<file path="src/rtl/hilbert_envelope_cordic.sv">
// -----------------------------------------------------------------------------
// hilbert_envelope_cordic
//
// Purpose:
//   Computes the instantaneous envelope sqrt(I^2 + Q^2) of the analytic pair
//   produced by the Hilbert stage. The real part comes from the 31-sample
//   delay line and the quadrature part comes from the 63-tap Hilbert FIR. An
//   iterative vectoring-mode CORDIC performs one micro-rotation per clock. A
//   single gain-compensation multiply follows. Samples arrive at audio rate,
//   so the sequential structure is more than fast enough.
//
// Parameters:
//   ITERS  number of CORDIC micro-rotations (8..16)
//   IW     internal x/y width (16 input bits + 2 growth bits)
//
// Ports:
//   clk        system clock
//   rst        asynchronous active-high reset
//   i_in       signed real part (delay line dout)
//   q_in       signed quadrature part (Hilbert FIR output)
//   valid_in   pair valid for one clk; i_in and q_in are sampled together
//   mag_out    unsigned envelope magnitude, held between results
//   valid_out  one-cycle pulse when mag_out updates
//   busy       high whenever a computation is in flight
//   drop_cnt   saturating count of valid_in pulses ignored while busy
//   phase_out  (only with HILBERT_ENV_PHASE_OUT_EN) signed binary angle,
//              where -32768 = -pi and 16384 = +pi/2
//
// Build option:
//   Define HILBERT_ENV_PHASE_OUT_EN to add the angle accumulator, the atan
//   table and the phase_out port. Without it, only the magnitude is produced,
//   with identical timing.
//
// Timing: the accept edge is edge 0. PRE runs on edge 1 and ROT runs on
// edges 2..ITERS+1. SCALE updates mag_out and valid_out on edge ITERS+2.
// -----------------------------------------------------------------------------
module hilbert_envelope_cordic #(
  parameter int ITERS = 14,
  parameter int IW    = 18
) (
  input  logic               clk,
  input  logic               rst,
  input  logic signed [15:0] i_in,
  input  logic signed [15:0] q_in,
  input  logic               valid_in,
  output logic        [15:0] mag_out,
  output logic               valid_out,
  output logic               busy,
  output logic        [7:0]  drop_cnt
`ifdef HILBERT_ENV_PHASE_OUT_EN
  ,
  output logic signed [15:0] phase_out
`endif
);

  // Product of an IW-bit x with the 17-bit (positive) gain constant.
  localparam int PW = IW + 17;
  // round(0.607253 * 2^16): inverse of the accumulated CORDIC gain.
  localparam logic signed [16:0] GAIN = 17'sd39797;

  if (ITERS < 8 || ITERS > 16) begin : g_bad_iters
    $error("hilbert_envelope_cordic: ITERS must be in 8..16");
  end
  if (IW < 18) begin : g_bad_iw
    $error("hilbert_envelope_cordic: IW must be at least 18");
  end

  typedef enum logic [1:0] {
    IDLE  = 2'd0,
    PRE   = 2'd1,
    ROT   = 2'd2,
    SCALE = 2'd3
  } state_t;

  state_t               state_q, state_d;
  logic signed [IW-1:0] x_q, x_d;
  logic signed [IW-1:0] y_q, y_d;
  logic        [3:0]    k_q, k_d;
  logic        [15:0]   mag_q, mag_d;
  logic                 vld_q, vld_d;
  logic        [7:0]    drop_q, drop_d;

  logic signed [IW-1:0] xs, ys;
  logic signed [PW-1:0] prod;

`ifdef HILBERT_ENV_PHASE_OUT_EN
  logic signed [16:0]   z_q, z_d;
  logic signed [15:0]   phase_q, phase_d;

  // atan(2^-k) in binary-angle units (pi = 32768), rounded.
  function automatic logic signed [16:0] atan_lut(input logic [3:0] k);
    logic signed [16:0] a;
    case (k)
      4'd0:    a = 17'sd8192;
      4'd1:    a = 17'sd4836;
      4'd2:    a = 17'sd2555;
      4'd3:    a = 17'sd1297;
      4'd4:    a = 17'sd651;
      4'd5:    a = 17'sd326;
      4'd6:    a = 17'sd163;
      4'd7:    a = 17'sd81;
      4'd8:    a = 17'sd41;
      4'd9:    a = 17'sd20;
      4'd10:   a = 17'sd10;
      4'd11:   a = 17'sd5;
      4'd12:   a = 17'sd3;
      4'd13:   a = 17'sd1;
      4'd14:   a = 17'sd1;
      default: a = 17'sd0;
    endcase
    return a;
  endfunction
`endif

  // Drop the 16 fractional bits of the gain product and clamp the result to
  // the unsigned 16-bit output range.
  function automatic logic [15:0] scale_sat(input logic signed [PW-1:0] p);
    logic signed [PW-1:0] s;
    logic        [15:0]   r;
    s = p >>> 16;
    if (s[PW-1]) begin
      r = 16'd0;
    end else if (|s[PW-2:16]) begin
      r = 16'hFFFF;
    end else begin
      r = s[15:0];
    end
    return r;
  endfunction

  always_comb begin
    state_d = state_q;
    x_d     = x_q;
    y_d     = y_q;
    k_d     = k_q;
    mag_d   = mag_q;
    vld_d   = 1'b0;
    drop_d  = drop_q;
`ifdef HILBERT_ENV_PHASE_OUT_EN
    z_d     = z_q;
    phase_d = phase_q;
`endif
    // Both ROT updates use the pre-update x and y.
    xs      = x_q >>> k_q;
    ys      = y_q >>> k_q;
    prod    = PW'(x_q) * PW'(GAIN);

    // Any pulse outside IDLE is ignored, including one on the SCALE edge.
    if (valid_in && (state_q != IDLE) && (drop_q != 8'hFF)) begin
      drop_d = drop_q + 8'd1;
    end

    case (state_q)
      IDLE: begin
        if (valid_in) begin
          x_d     = {{(IW-16){i_in[15]}}, i_in};
          y_d     = {{(IW-16){q_in[15]}}, q_in};
          state_d = PRE;
        end
      end

      // Fold the left half-plane onto the right by rotating through pi.
      // The result lies inside the CORDIC convergence range. Negating
      // -32768 is safe because of the IW headroom.
      PRE: begin
        if (x_q[IW-1]) begin
          x_d = -x_q;
          y_d = -y_q;
`ifdef HILBERT_ENV_PHASE_OUT_EN
          z_d = y_q[IW-1] ? -17'sd32768 : 17'sd32768;
        end else begin
          z_d = 17'sd0;
`endif
        end
        k_d     = 4'd0;
        state_d = ROT;
      end

      // Rotate toward y = 0. x grows by the CORDIC gain.
      ROT: begin
        if (!y_q[IW-1]) begin
          x_d = x_q + ys;
          y_d = y_q - xs;
`ifdef HILBERT_ENV_PHASE_OUT_EN
          z_d = z_q + atan_lut(k_q);
`endif
        end else begin
          x_d = x_q - ys;
          y_d = y_q + xs;
`ifdef HILBERT_ENV_PHASE_OUT_EN
          z_d = z_q - atan_lut(k_q);
`endif
        end
        k_d = k_q + 4'd1;
        if (k_q == 4'(ITERS - 1)) begin
          state_d = SCALE;
        end
      end

      SCALE: begin
        mag_d   = scale_sat(prod);
        vld_d   = 1'b1;
`ifdef HILBERT_ENV_PHASE_OUT_EN
        // Keeping the low 16 bits wraps +pi onto -pi; both are the same angle.
        phase_d = z_q[15:0];
`endif
        state_d = IDLE;
      end

      default: state_d = IDLE;
    endcase
  end

  always_ff @(posedge clk or posedge rst) begin
    if (rst) begin
      state_q <= IDLE;
      x_q     <= '0;
      y_q     <= '0;
      k_q     <= '0;
      mag_q   <= '0;
      vld_q   <= 1'b0;
      drop_q  <= '0;
`ifdef HILBERT_ENV_PHASE_OUT_EN
      z_q     <= '0;
      phase_q <= '0;
`endif
    end else begin
      state_q <= state_d;
      x_q     <= x_d;
      y_q     <= y_d;
      k_q     <= k_d;
      mag_q   <= mag_d;
      vld_q   <= vld_d;
      drop_q  <= drop_d;
`ifdef HILBERT_ENV_PHASE_OUT_EN
      z_q     <= z_d;
      phase_q <= phase_d;
`endif
    end
  end

  assign mag_out   = mag_q;
  assign valid_out = vld_q;
  assign busy      = (state_q != IDLE);
  assign drop_cnt  = drop_q;
`ifdef HILBERT_ENV_PHASE_OUT_EN
  assign phase_out = phase_q;
`endif

endmodule

</file>
<file path="config.mk">
export PLATFORM = sky130hd
export DESIGN_NAME = hilbert_envelope_cordic
export DESIGN_NICKNAME = d
export VERILOG_FILES = /design/src/rtl/hilbert_envelope_cordic.sv
export SDC_FILE = /design/constraint.sdc
export NUM_CORES = 1
export LEC_CHECK = 0
export CAP_MARGIN = 20
export CORE_ASPECT_RATIO = 1.4
export CORE_MARGIN = 2
export CORE_UTILIZATION = 35
export DETAILED_ROUTE_END_ITERATION = 8
export HOLD_SLACK_MARGIN = 0.02
export PLACE_DENSITY_LB_ADDON = 0.05
export REMOVE_ABC_BUFFERS = 1
export SLEW_MARGIN = 20
export SYNTH_ARGS = -nofsm -noshare
export SYNTH_HDL_FRONTEND = slang
export SYNTH_SLANG_ARGS = --single-unit
</file>
<file path="constraint.sdc">
create_clock -name clk -period 8.15 [get_ports clk]
set_input_delay 1.63 -clock clk [delete_from_list [all_inputs] [get_ports clk]]
set_output_delay 1.63 -clock clk [all_outputs]
set_load 0.01 [all_outputs]
</file>
==> Word-level counts from Yosys, hierarchy flattened <==
Cells that the tools add are included.
{ "totals": {"register_bits": 67, "inputBits": 35, "output_inout_bits": 26} }
{ "op_classes": {"n_addsub": 8, "n_mul": 1, "eq_ne": 8, "shift": 2, "muxes": 15, "reduce_logical": 10} }
{ "op_table": {"columns": ["operator", "count"], "rows": [
  ["2-to-1 mux 18 bit", 6],
  ["case mux 18 bit (3 select lines)", 2],
  ["adder 18 bit", 2],
  ["negator 18 bit", 2],
  [">>> shifter 18 x 4 -> 18 bit", 2],
  ["subtractor 18 bit", 2],
  ["multiplier 18 x 17 -> 35 bit (second input constant)", 1],
  ["2-to-1 mux 16 bit", 2],
  ["adder 8 x 1 -> 8 bit (second input constant)", 1],
  ["!= test 8 bit (second input constant)", 1],
  ["case mux 2 bit (4 select lines)", 1],
  ["case mux 4 bit (2 select lines)", 1],
  ["!= test 2 bit (second input constant)", 3],
  ["adder 4 x 1 -> 4 bit (second input constant)", 1],
  ["== test 2 bit (second input constant)", 2],
  ["== test 4 bit (second input constant)", 1],
  ["2-to-1 mux 2 bit", 2],
  ["AND reduction 2 bit", 2],
  ["nonzero test 2 bit", 2],
  ["AND reduction 3 bit", 1],
  ["nonzero test 3 bit", 1],
  ["OR reduction 3 bit", 1],
  ["== test 2 x 1 -> 1 bit (second input constant)", 1],
  ["logical AND 1 bit", 2],
  ["other kinds (2)", 2]
]} }

==> Depth between registers and ports, before layout <==
Gate-level depths: netlist (run 1).
{ "logic_depth": {"ltp_word": 4, "depth_mapped": 24, "depth_no_buf": 23} }

==> Worst setup path before layout (run 1) <==
No wires, ideal clock.
{ "synth_timing": {"path_kind": "register -> register", "startpoint": "reg x_q[12]", "endpoint": "reg mag_q[1], in the netlist mag_out[1]", "arrival_ps": 6211, "required_time_ps": 8085, "setup_slack_ps": 1874, "stages_incl_launch_ff": 24, "n_path_buf": 2, "cell_sequence": "dfrtp_1 clkbuf_1 inv_1 ha_1 inv_1 fa_1 fa_1 inv_1 fa_1 fa_1 inv_1 fa_1 inv_1 ha_1 a21oi_1 o21ai_0 a211o_1 a221o_1 a31o_2 o21ai_1 a21oi_1 o21ai_1 buf_2 o221a_2"} }
{ "synth_via": {"elab_chain_cells": 4} }
{ "synth_lines": {"columns": ["element", "line", "source"], "rows": [
  ["start: declaration", "76", "logic signed [IW-1:0] x_q, x_d;"],
  ["start signal: assignment", "217", "x_q <= '0;"],
  ["start signal: assignment", "229", "x_q <= x_d;"],
  ["multiplier 18 x 17 -> 35 bit (*)", "146", "prod = PW'(x_q) * PW'(GAIN);"],
  ["OR reduction 3 bit", "123", "end else if (|s[PW-2:16]) begin"],
  ["2-to-1 mux 16 bit", "123", null],
  ["2-to-1 mux 16 bit (*)", "121", "if (s[PW-1]) begin"],
  ["end signal: assignment", "232", "mag_q <= mag_d;"],
  ["end: declaration", "79", "logic [15:0] mag_q, mag_d;"]
]} }
Mark *: on every way between the ends. The rest lies on a longest branch, timed or not.
A chain may end at the register's enable or synchronous reset.

==> Worst setup path after layout (run 1) <==
{ "layout_timing": {"startpoint": "reg x_q[11]", "endpoint": "reg mag_q[10], in the netlist mag_out[10]"} }
The elaborated chain is that of the path after synthesis.

==> results.cfg, run 1 <==
[outcome]
status = finished clean

[detailed_routing]
drc = 0
drtPass1Iterations = 4
ant_nets = 0
wire_per_inst_um = 20.9
via_per_inst = 5.32
drtIter0Drc = 463
vias = 11435
wl_mm = 44.8

[final_layout]
diodes = 0
fillers = 4146
nets = 1981
final_cells = 2148
drive_above_1_share_pct = 7.81
stdcell_area_sq_mm = 0.0157
area_growth_syn_to_layout_pct = 10.5

[critical_path]
crit_path_end_kind = flip-flop
crit_fanout = 16
critPathKind = flip-flop to flip-flop
crit_arrival_ns = 7.32
required_ns = 8.45
start_kind = flip-flop

[logic_synthesis]
synth_edf_count = 0
synth_seq_cells = 67
synth_top_area_share_pct = 19.1
async_flop_share_pct = 100
syn_area_sq_mm = 0.0142
yosys.area.top_type = fa_1
synth.distinct_cells = 89
yosys-top-cells-area = fa_1 19%, ha_1 18%, dfrtp_1 12%
synth.avg_cell_area_sq_um = 9.01
synth_warnings = 0
syn-instance-count = 1579
seq_area_frac_synth_pct = 11.8
synthFlopType = dfrtp_1

[timing]
hold_violations = 0
max_slew_margin_pct = 41.4
skew_ns = 0.0163
grt_setup_unrepaired = false
setup_slack_ns = 1.13
fmax_mhz = 142
final_max_slew_viol_count = 0
tightest_slew_ns = 0.879
min_period_ns = 7.02
post-route-period-util_pct = 86.1
finalSetupTns_ns = 0
setup-violations-final = 0

[grt]
grt_overflow = 0
grt_max_degree = 68
track_usage_pct = 22.0
grt_pass1_vias = 12330
grt_pass1_wl_mm = 71.5
grt_antenna_before_repair = 0

[floorplanning]
dieWidth_um = 174
ios = 61
core-area_sq_mm = 0.0402
start_util_pct = 35.4
die_h_um = 243
fp.dieArea_sq_mm = 0.0423
fp-row-count = 87

[run]
cap_violations = 0

[clock_tree]
cts_max_level = 3
post_cts_buffers = 0
clkLatencyLatePin_ns = 0.38
clock-sinks = 67
root_buffer = clkbuf_16
hold_buffers = 0
cts_buffers = 9
path_clk_slew_ns = 0.08
cts_tree = yes
cts_resized = 0
cts_buffer_depth = 2

[place]
placed_cell_area_sq_mm = 0.0154
numPortBuffers = 60
place_congestion = 0.873
dp_cells = 2132
dp_hpwl_mm = 36.0
dp_slack_ns = 1.14

[min_path]
hp-class = flip-flop to flip-flop
kinds of logic (layout without fill, tap and decap cells):
kind of cell,after synthesis,after routing,share of synthesized area [%]
AO/OA/AOI/OAI,340,340,16.8
XOR/XNOR,106,106,6.58
adder cells (fa/ha/maj),337,337,36.8
buffers and inverters,362,397,9.91
flip-flops,67,67,11.8
multiplexers,59,59,7.18
AND/OR/NAND/NOR,308,308,10.9
cell type report:
| cell class | count | area, sq um | share of cell area (%) |
|---|---|---|---|
| inverters | 297 | 1120 | 7.10 |
| clock inverters | 7 | 77.6 | 0.493 |
| well taps | 534 | 668 | 4.25 |
| multi-input cells | 1150 | 11200 | 71.1 |
| flip-flops and latches | 67 | 1680 | 10.7 |
| repair buffers | 84 | 785 | 4.99 |
| clock buffers | 9 | 225 | 1.43 |
flip-flops by register name (all words and copies together) (netlist names):
name and cells:
x_q 18, y_q 18, mag_out 16, drop_cnt 8, k_q 4, state_q 2
valid_out 1
final timing paths:
path | from | endpoint | slack [ns] | cells after the start
setup / recovery | x_q[11]$_DFFE_PP0P_ | mag_out[10]$_DFFE_PP0P_ | 1.13 | 21
hold / removal | drop_cnt[7]$_DFFE_PP0P_ | drop_cnt[7]$_DFFE_PP0P_ | 0.51 | 1
setup reg to reg | x_q[11]$_DFFE_PP0P_ | mag_out[10]$_DFFE_PP0P_ | 1.13 | 21
hold reg to reg | drop_cnt[7]$_DFFE_PP0P_ | drop_cnt[7]$_DFFE_PP0P_ | 0.51 | 1
max in group asynchronous | rst | mag_out[14]$_DFFE_PP0P_ | 5.86 | 3
min in group asynchronous | rst | drop_cnt[7]$_DFFE_PP0P_ | 1.74 | 3
per-stage QoR:
step,util [%],hold slack (ns)
floorplan,-,0.503
global placement,38.4,0.497
detailed placement,38.4,0.496
CTS,39.1,0.512
global route,39.1,0.537
finish,39.1,0.509
cell usage after synthesis (all sizes together), types with 13 or more instances:
cell	n
o211ai	14
ha	201
o21a	17
clkbuf	47
mux4	30
xor2	38
nand3	23
buf	18
nor2b	13
a21o	20
a221oi	21
nor3	29
fa	136
nand2b	13
o21ai	74
dfrtp	67
o221a	17
inv	293
and3	17
a21oi	62
o31ai	18
nor2	84
xnor2	68
mux2	17
nand2	83
per-layer routing:
metal	share of wire (%)	wire, um	up-vias	GRT usage [%]
met5	0	0	-	0
li1	-	-	5478	-
met4	4.8	2150	0	9.99
met3	1.8	806	88	2.06
met2	55	24900	197	42.6
met1	38	17000	5672	23.7
critical path, cell delays in order (launching register included):
cell and delay [ns]:
dfrtp_1 0.70, inv_1 0.18, ha_1 0.40, inv_1 0.08, fa_1 0.51, fa_1 0.52, inv_1 0.05, fa_1 0.49
fa_1 0.55, inv_1 0.05, fa_1 0.53, inv_1 0.04, ha_1 0.35, a21oi_1 0.21, o21ai_0 0.11, a211o_1 0.25
a221o_1 0.46, a31o_2 0.32, o21ai_1 0.15, a21oi_1 0.09, o21ai_2 0.57, o221a_2 0.32
cell usage in the layout, fill, tap and decap left out, types with 11 or more instances in the layout:
master and instances:
clkdlybuf4s50_1 60, mux2_2 16, nor3_1 27, a21oi_1 61, mux4_2 21, o31ai_1 18, o21a_1 17, o211ai_1 14
fa_1 136, nand3_1 23, o21ai_0 69, a31oi_1 11, nor2b_1 13, nand2b_1 13, xor2_1 38, o221a_2 17
buf_4 23, inv_1 291, a221oi_1 21, dfrtp_1 65, mux2i_1 12, a21o_1 20, nor2_1 83, nand2_1 82
o22ai_1 11, and3_1 17, ha_1 200, xnor2_1 67
Power of run 1 is not shown: default switching activity piles up to over one toggle a cycle in this logic, so the estimate is an artifact.
==> inputs of run 2 (changes only) <==
ABC_CLOCK_PERIOD_IN_PS = 8150   (was default)
==> results of run 2 <==
The final DEF is identical to that of run 1; final timing and power are the same.
Power of run 2 is left out for the same reason.
==> patch 1: new RTL, config.mk and constraints of run 1 <==
Change the parameter `IW` from 18 to 36.
--- a/src/rtl/hilbert_envelope_cordic.sv
+++ b/src/rtl/hilbert_envelope_cordic.sv
@@ -38,3 +38,3 @@
   parameter int ITERS = 14,
-  parameter int IW    = 18
+  parameter int IW    = 36
 ) (
Behaviour: same outputs for any inputs over 10 cycles, from zero or initial values and one cycle with rst high; that may be too few to reach the edited logic, so the function may still have changed.
==> patch 1 against run 1 <==
Final area rose by 90%. Synthesized area grew 94%. Routed wire length grew 110%. Sequential cell count up 36. First-iteration DRC count rose to 2.6 times the old value. Worst setup slack worse by 0.32 ns. Clock skew rose by 0.0045 ns. Largest cell class unchanged. Highest routed layer unchanged.
Power is not shown: default switching activity piles up to over one toggle a cycle in this logic, so the estimate is an artifact.
==> patch 1: results <==
metrics = {
    "layout": {
        "layout.cells.non_filler": 4193,
        "inv_count": 443,
        "buffers": 135,
        "multi_input_gates": 2451,
        "flops_and_latches": 103,
        "clkCellAreaFrac": 0.009938,
        "syn_to_final_growth_pct": 8.051,
        "fillers": 7999,
        "drive_gt1_frac": 0.07846,
        "sh_seq_area": 0.08667,
        "multi_input_area_um2": 22820,
        "bufAreaShareNonClock": 0.03900,
        "nNetsFinal": 3805,
    },
    "hold_path": {
        "hold_path.startpoint": "drop_cnt[6]",
        "hold_depth": 1,
        "hold_path_end": "drop_cnt[6]",
    },
    "global_route": {
        "grt_pass1_vias": 24980,
        "grt_max_degree": 78,
        "grtUsageTotal": 0.2419,
        "grt_pass1_wl_um": 149400,
    },
    "worst_setup_path": {
        "path_max_fanout": 17,
        "cp-startpoint": "x_q[32]",
        "worst_ep_arrival_time_ns": 7.64,
        "rr_worst_depth": 22,
        "cpPeakStageDelay_ns": 0.85,
        "cp-endpoint": "mag_out[8]",
    },
    "synth": {
        "synth.distinct_cells": 98,
        "ys_top_cells_by_count": "inv_1, ha_1, fa_1",
        "seq_area_frac_synth": 0.09334,
        "netlist_instances": 3132,
        "synth_compound_area_frac": 0.1683,
        "synthMuxAreaShare": 0.09923,
        "async_flop_share": 1.000,
        "synth_area_leaders": "fa_1, ha_1, dfrtp_1",
        "synthAdderAreaFrac": 0.3510,
        "synth_xor_area_frac": 0.07675,
    },
    "placement": {
        "place_area_um2": 29540,
        "detailed_place_hpwl_um": 78380,
        "place.gp.congestion": 0.9178,
        "pre_cts_ws_ns": 0.8056,
    },
    "drt": {
        "drtIter0Drc": 1212,
        "wl_met1_um": 37430,
        "wl_met2_um": 51810,
        "wl_met3_um": 2591,
        "highest_layer": "met4",
        "firstDrtPassIters": 5,
        "via_per_inst": 5.563,
        "wl_per_cell_um": 22.79,
    },
    "clock_network": {
        "insertion_delay_ns": 0.42,
        "ctsLongestPathBuffers": 2,
        "path_clk_slew_ns": 0.10,
    },
    "die": {
        "core_um2": 77970,
    },
    "timing": {
        "fin_crit_sh": 0.9000,
        "finalClockSkew_ns": 0.02080,
        "max_slew_margin": 0.2519,
        "worst_hold_slack_ns": 0.4909,
    },
    "outcome": {
        "outcome": "complete, no violations",
    },
}
patch 1: changes by cell type in the layout (fill, tap and decap cells not counted), sizes merged, moves of 51 or more:
cell   change
fa       +110
ha       +180
o21ai     +69
nor2      +82
mux4      +65
xnor2     +88
a21oi    +174
buf       +51
inv      +154
nand2    +110
patch 1: worst reg2reg max path, cell delays in order (launching register included):
cell and delay, ns:
dfrtp_1 0.85, inv_1 0.20, ha_1 0.41, inv_1 0.12, fa_1 0.56, fa_1 0.45
fa_1 0.54, fa_1 0.52, fa_1 0.55, inv_1 0.04, ha_1 0.47, a21oi_1 0.11
o21ai_0 0.24, a32oi_1 0.15, a21oi_1 0.43, a21oi_1 0.17, o21ai_1 0.14, mux2i_1 0.22
buf_4 0.27, nand4_1 0.15, nor4_2 0.29, buf_4 0.26, a21oi_1 0.10
patch 1: routing by layer:
layer / up-vias / track usage
met3: 142 / 0.01888
met4: 0 / 0.09338
met2: 486 / 0.4600
li1: 11020 / -
met1: 11680 / 0.2770
met5: - / 0
==> patch 2: new RTL, flow settings as in run 1 <==
Without the edit above. Remove the register `vld_q`: a continuous assignment takes its place, so the output `valid_out` follows one clock earlier.
--- a/src/rtl/hilbert_envelope_cordic.sv
+++ b/src/rtl/hilbert_envelope_cordic.sv
@@ -220,3 +220,2 @@
       mag_q   <= '0;
-      vld_q   <= 1'b0;
       drop_q  <= '0;
@@ -232,3 +231,2 @@
       mag_q   <= mag_d;
-      vld_q   <= vld_d;
       drop_q  <= drop_d;
@@ -240,2 +238,4 @@
   end
+
+  assign vld_q = vld_d;
 
Function: same outputs for any inputs over 10 cycles, from zero or initial values and one cycle with rst high; that may be too few to reach the edited logic, so the function may still have changed.
==> patch 2 against run 1 <==
Worst setup slack improved by 0.036 ns. Core utilization is the same. Fmax increased by 0.52%. Routed wire length down 0.77%. Via count is 0.60% lower. Synthesized area fell by 0.18%. First-iteration DRC count is 14% lower. Final area unchanged. Sequential cell count shrank 1.
Power is left out: the tool's default activity adds up to more than one toggle a clock period on the data nets, which glitch-free logic cannot reach.
==> patch 2: results <==
metrics = {
    "hold_path": {
        "hold_path_end": "drop_cnt[7]",
        "hold_path.startpoint": "drop_cnt[7]",
        "hold_depth": 1,
    },
    "die": {
        "die_w_um": 174.3,
    },
    "worst_setup_path": {
        "timing.rr.end": "mag_out[1]",
        "path_max_fanout": 16,
        "cpPeakStageDelay_ns": 0.73,
        "worst_ep_arrival_time_ns": 7.29,
        "r2r-start": "x_q[11]",
        "rr_worst_depth": 21,
        "ff2ff_setup_slack_ns": 1.17,
    },
    "layout": {
        "fillers": 4119,
        "nNetsFinal": 1981,
        "diodes": 0,
    },
    "synth": {
        "synth_area_leaders": "fa_1, ha_1, dfrtp_1",
        "seq_area_frac_synth": 0.1163,
        "ys_top_cells_by_count": "inv_1, ha_1, fa_1",
        "synth_flop_cell": "dfrtp_1",
        "async_flop_share": 1.000,
    },
    "timing": {
        "worst_hold_slack_ns": 0.5031,
        "tns_ns": 0,
        "worstMarginPinSlew_ns": 0.9873,
        "finalClockSkew_ns": 0.008997,
    },
    "clock_network": {
        "ctsLongestPathBuffers": 2,
        "insertion_delay_ns": 0.37,
        "cts_root_buf": "clkbuf_16",
        "htreeDepth": 3,
        "cts_buffers": 9,
        "post-cts-setup-buffers": 0,
        "cts_resized": 0,
    },
    "global_route": {
        "antenna_found_initial": 0,
        "grt_max_degree": 67,
        "grtUsageTotal": 0.2192,
        "grt_pass1_vias": 12460,
        "grt_pass1_wl_um": 71620,
    },
    "placement": {
        "place.gp.congestion": 0.8697,
        "port-buffer-count": 60,
        "detailed_place_hpwl_um": 36080,
    },
    "drt": {
        "wl_per_cell_um": 20.69,
        "firstDrtPassIters": 4,
        "vias": 11370,
        "drtIter0Drc": 400,
    },
    "outcome": {
        "outcome": "complete, no violations",
    },
}
[patch 2: changes by cell type in the layout (fill, tap and decap cells not counted)]
| cell | change |
|---|---|
| clkinv_4 | -2 |
| buf_4 | +2 |
| clkinvlp_4 | +1 |
| inv_6 | +1 |
| clkinv_2 | -1 |
| nor2_2 | -1 |
| nor2_1 | +1 |
| buf_6 | -1 |
| dfrtp_1 | -1 |
| bufinv_16 | +1 |
[patch 2: worst max path at each step]
stage	startpoint	endpoint	slack (ns)	depth (start not counted)
final	x_q[11]	mag_out[1]	1.17	21
after global routing	x_q[7]	mag_out[12]	0.78	21
after CTS	x_q[11]	mag_out[1]	1.07	21
after detailed placement	x_q[11]	mag_out[1]	1.13	21
after global placement	x_q[11]	mag_out[1]	0.82	21
after floorplan	x_q[7]	mag_out[10]	1.79	21
[patch 2: critical path, delay by kind of cell, from the launching register on]
| family | cells | cell delay (ns) |
|---|---|---|
| compound gates | 9 | 2.39 |
| fa+ha+maj | 7 | 3.35 |
| buf+inv | 5 | 0.42 |
| flops | 1 | 0.73 |
[patch 2: area by class of cell]
cell class	count	share of cell area
Inverter	297	0.07097
Clock inverter	7	0.006445
Clock buffer	9	0.01432
Multi-Input combinational cell	1150	0.7105
Sequential cell	66	0.1052
Timing Repair Buffer	85	0.05013
Tap cell	534	0.04249
[patch 2: cells by family (layout without fill, tap and decap cells)]
group                    count (synthesis)  after routing  synth area share
AO/OA/AOI/OAI                          340            340            0.1688
flip-flops                              66             66            0.1163
XOR/XNOR                               106            106           0.06589
multiplexers                            59             59           0.07188
adder cells (fa/ha/maj)                337            337            0.3687
AND/OR/NAND/NOR                        308            308            0.1091
buffers and inverters                  362            398           0.09928
[patch 2: per-stage QoR]
stage               setup slack, ns  cells    util  area (um2)
floorplan                     1.787   1513       -       13910
global placement             0.8157   2132  0.3833       15390
detailed placement            1.131   2132  0.3834       15400
CTS                           1.075   2148  0.3915       15730
global route                 0.7792   2148  0.3915       15730
finish                        1.167   2148  0.3915       15730
[patch 2: per-layer routing]
metal  vias to the layer above  global-route usage  share of wire
li1                       5483                   -              -
met1                      5686              0.2356           0.38
met2                       139              0.4402           0.57
met3                        58             0.01899          0.014
met4                         0             0.07217          0.030
met5                         -                   0              0
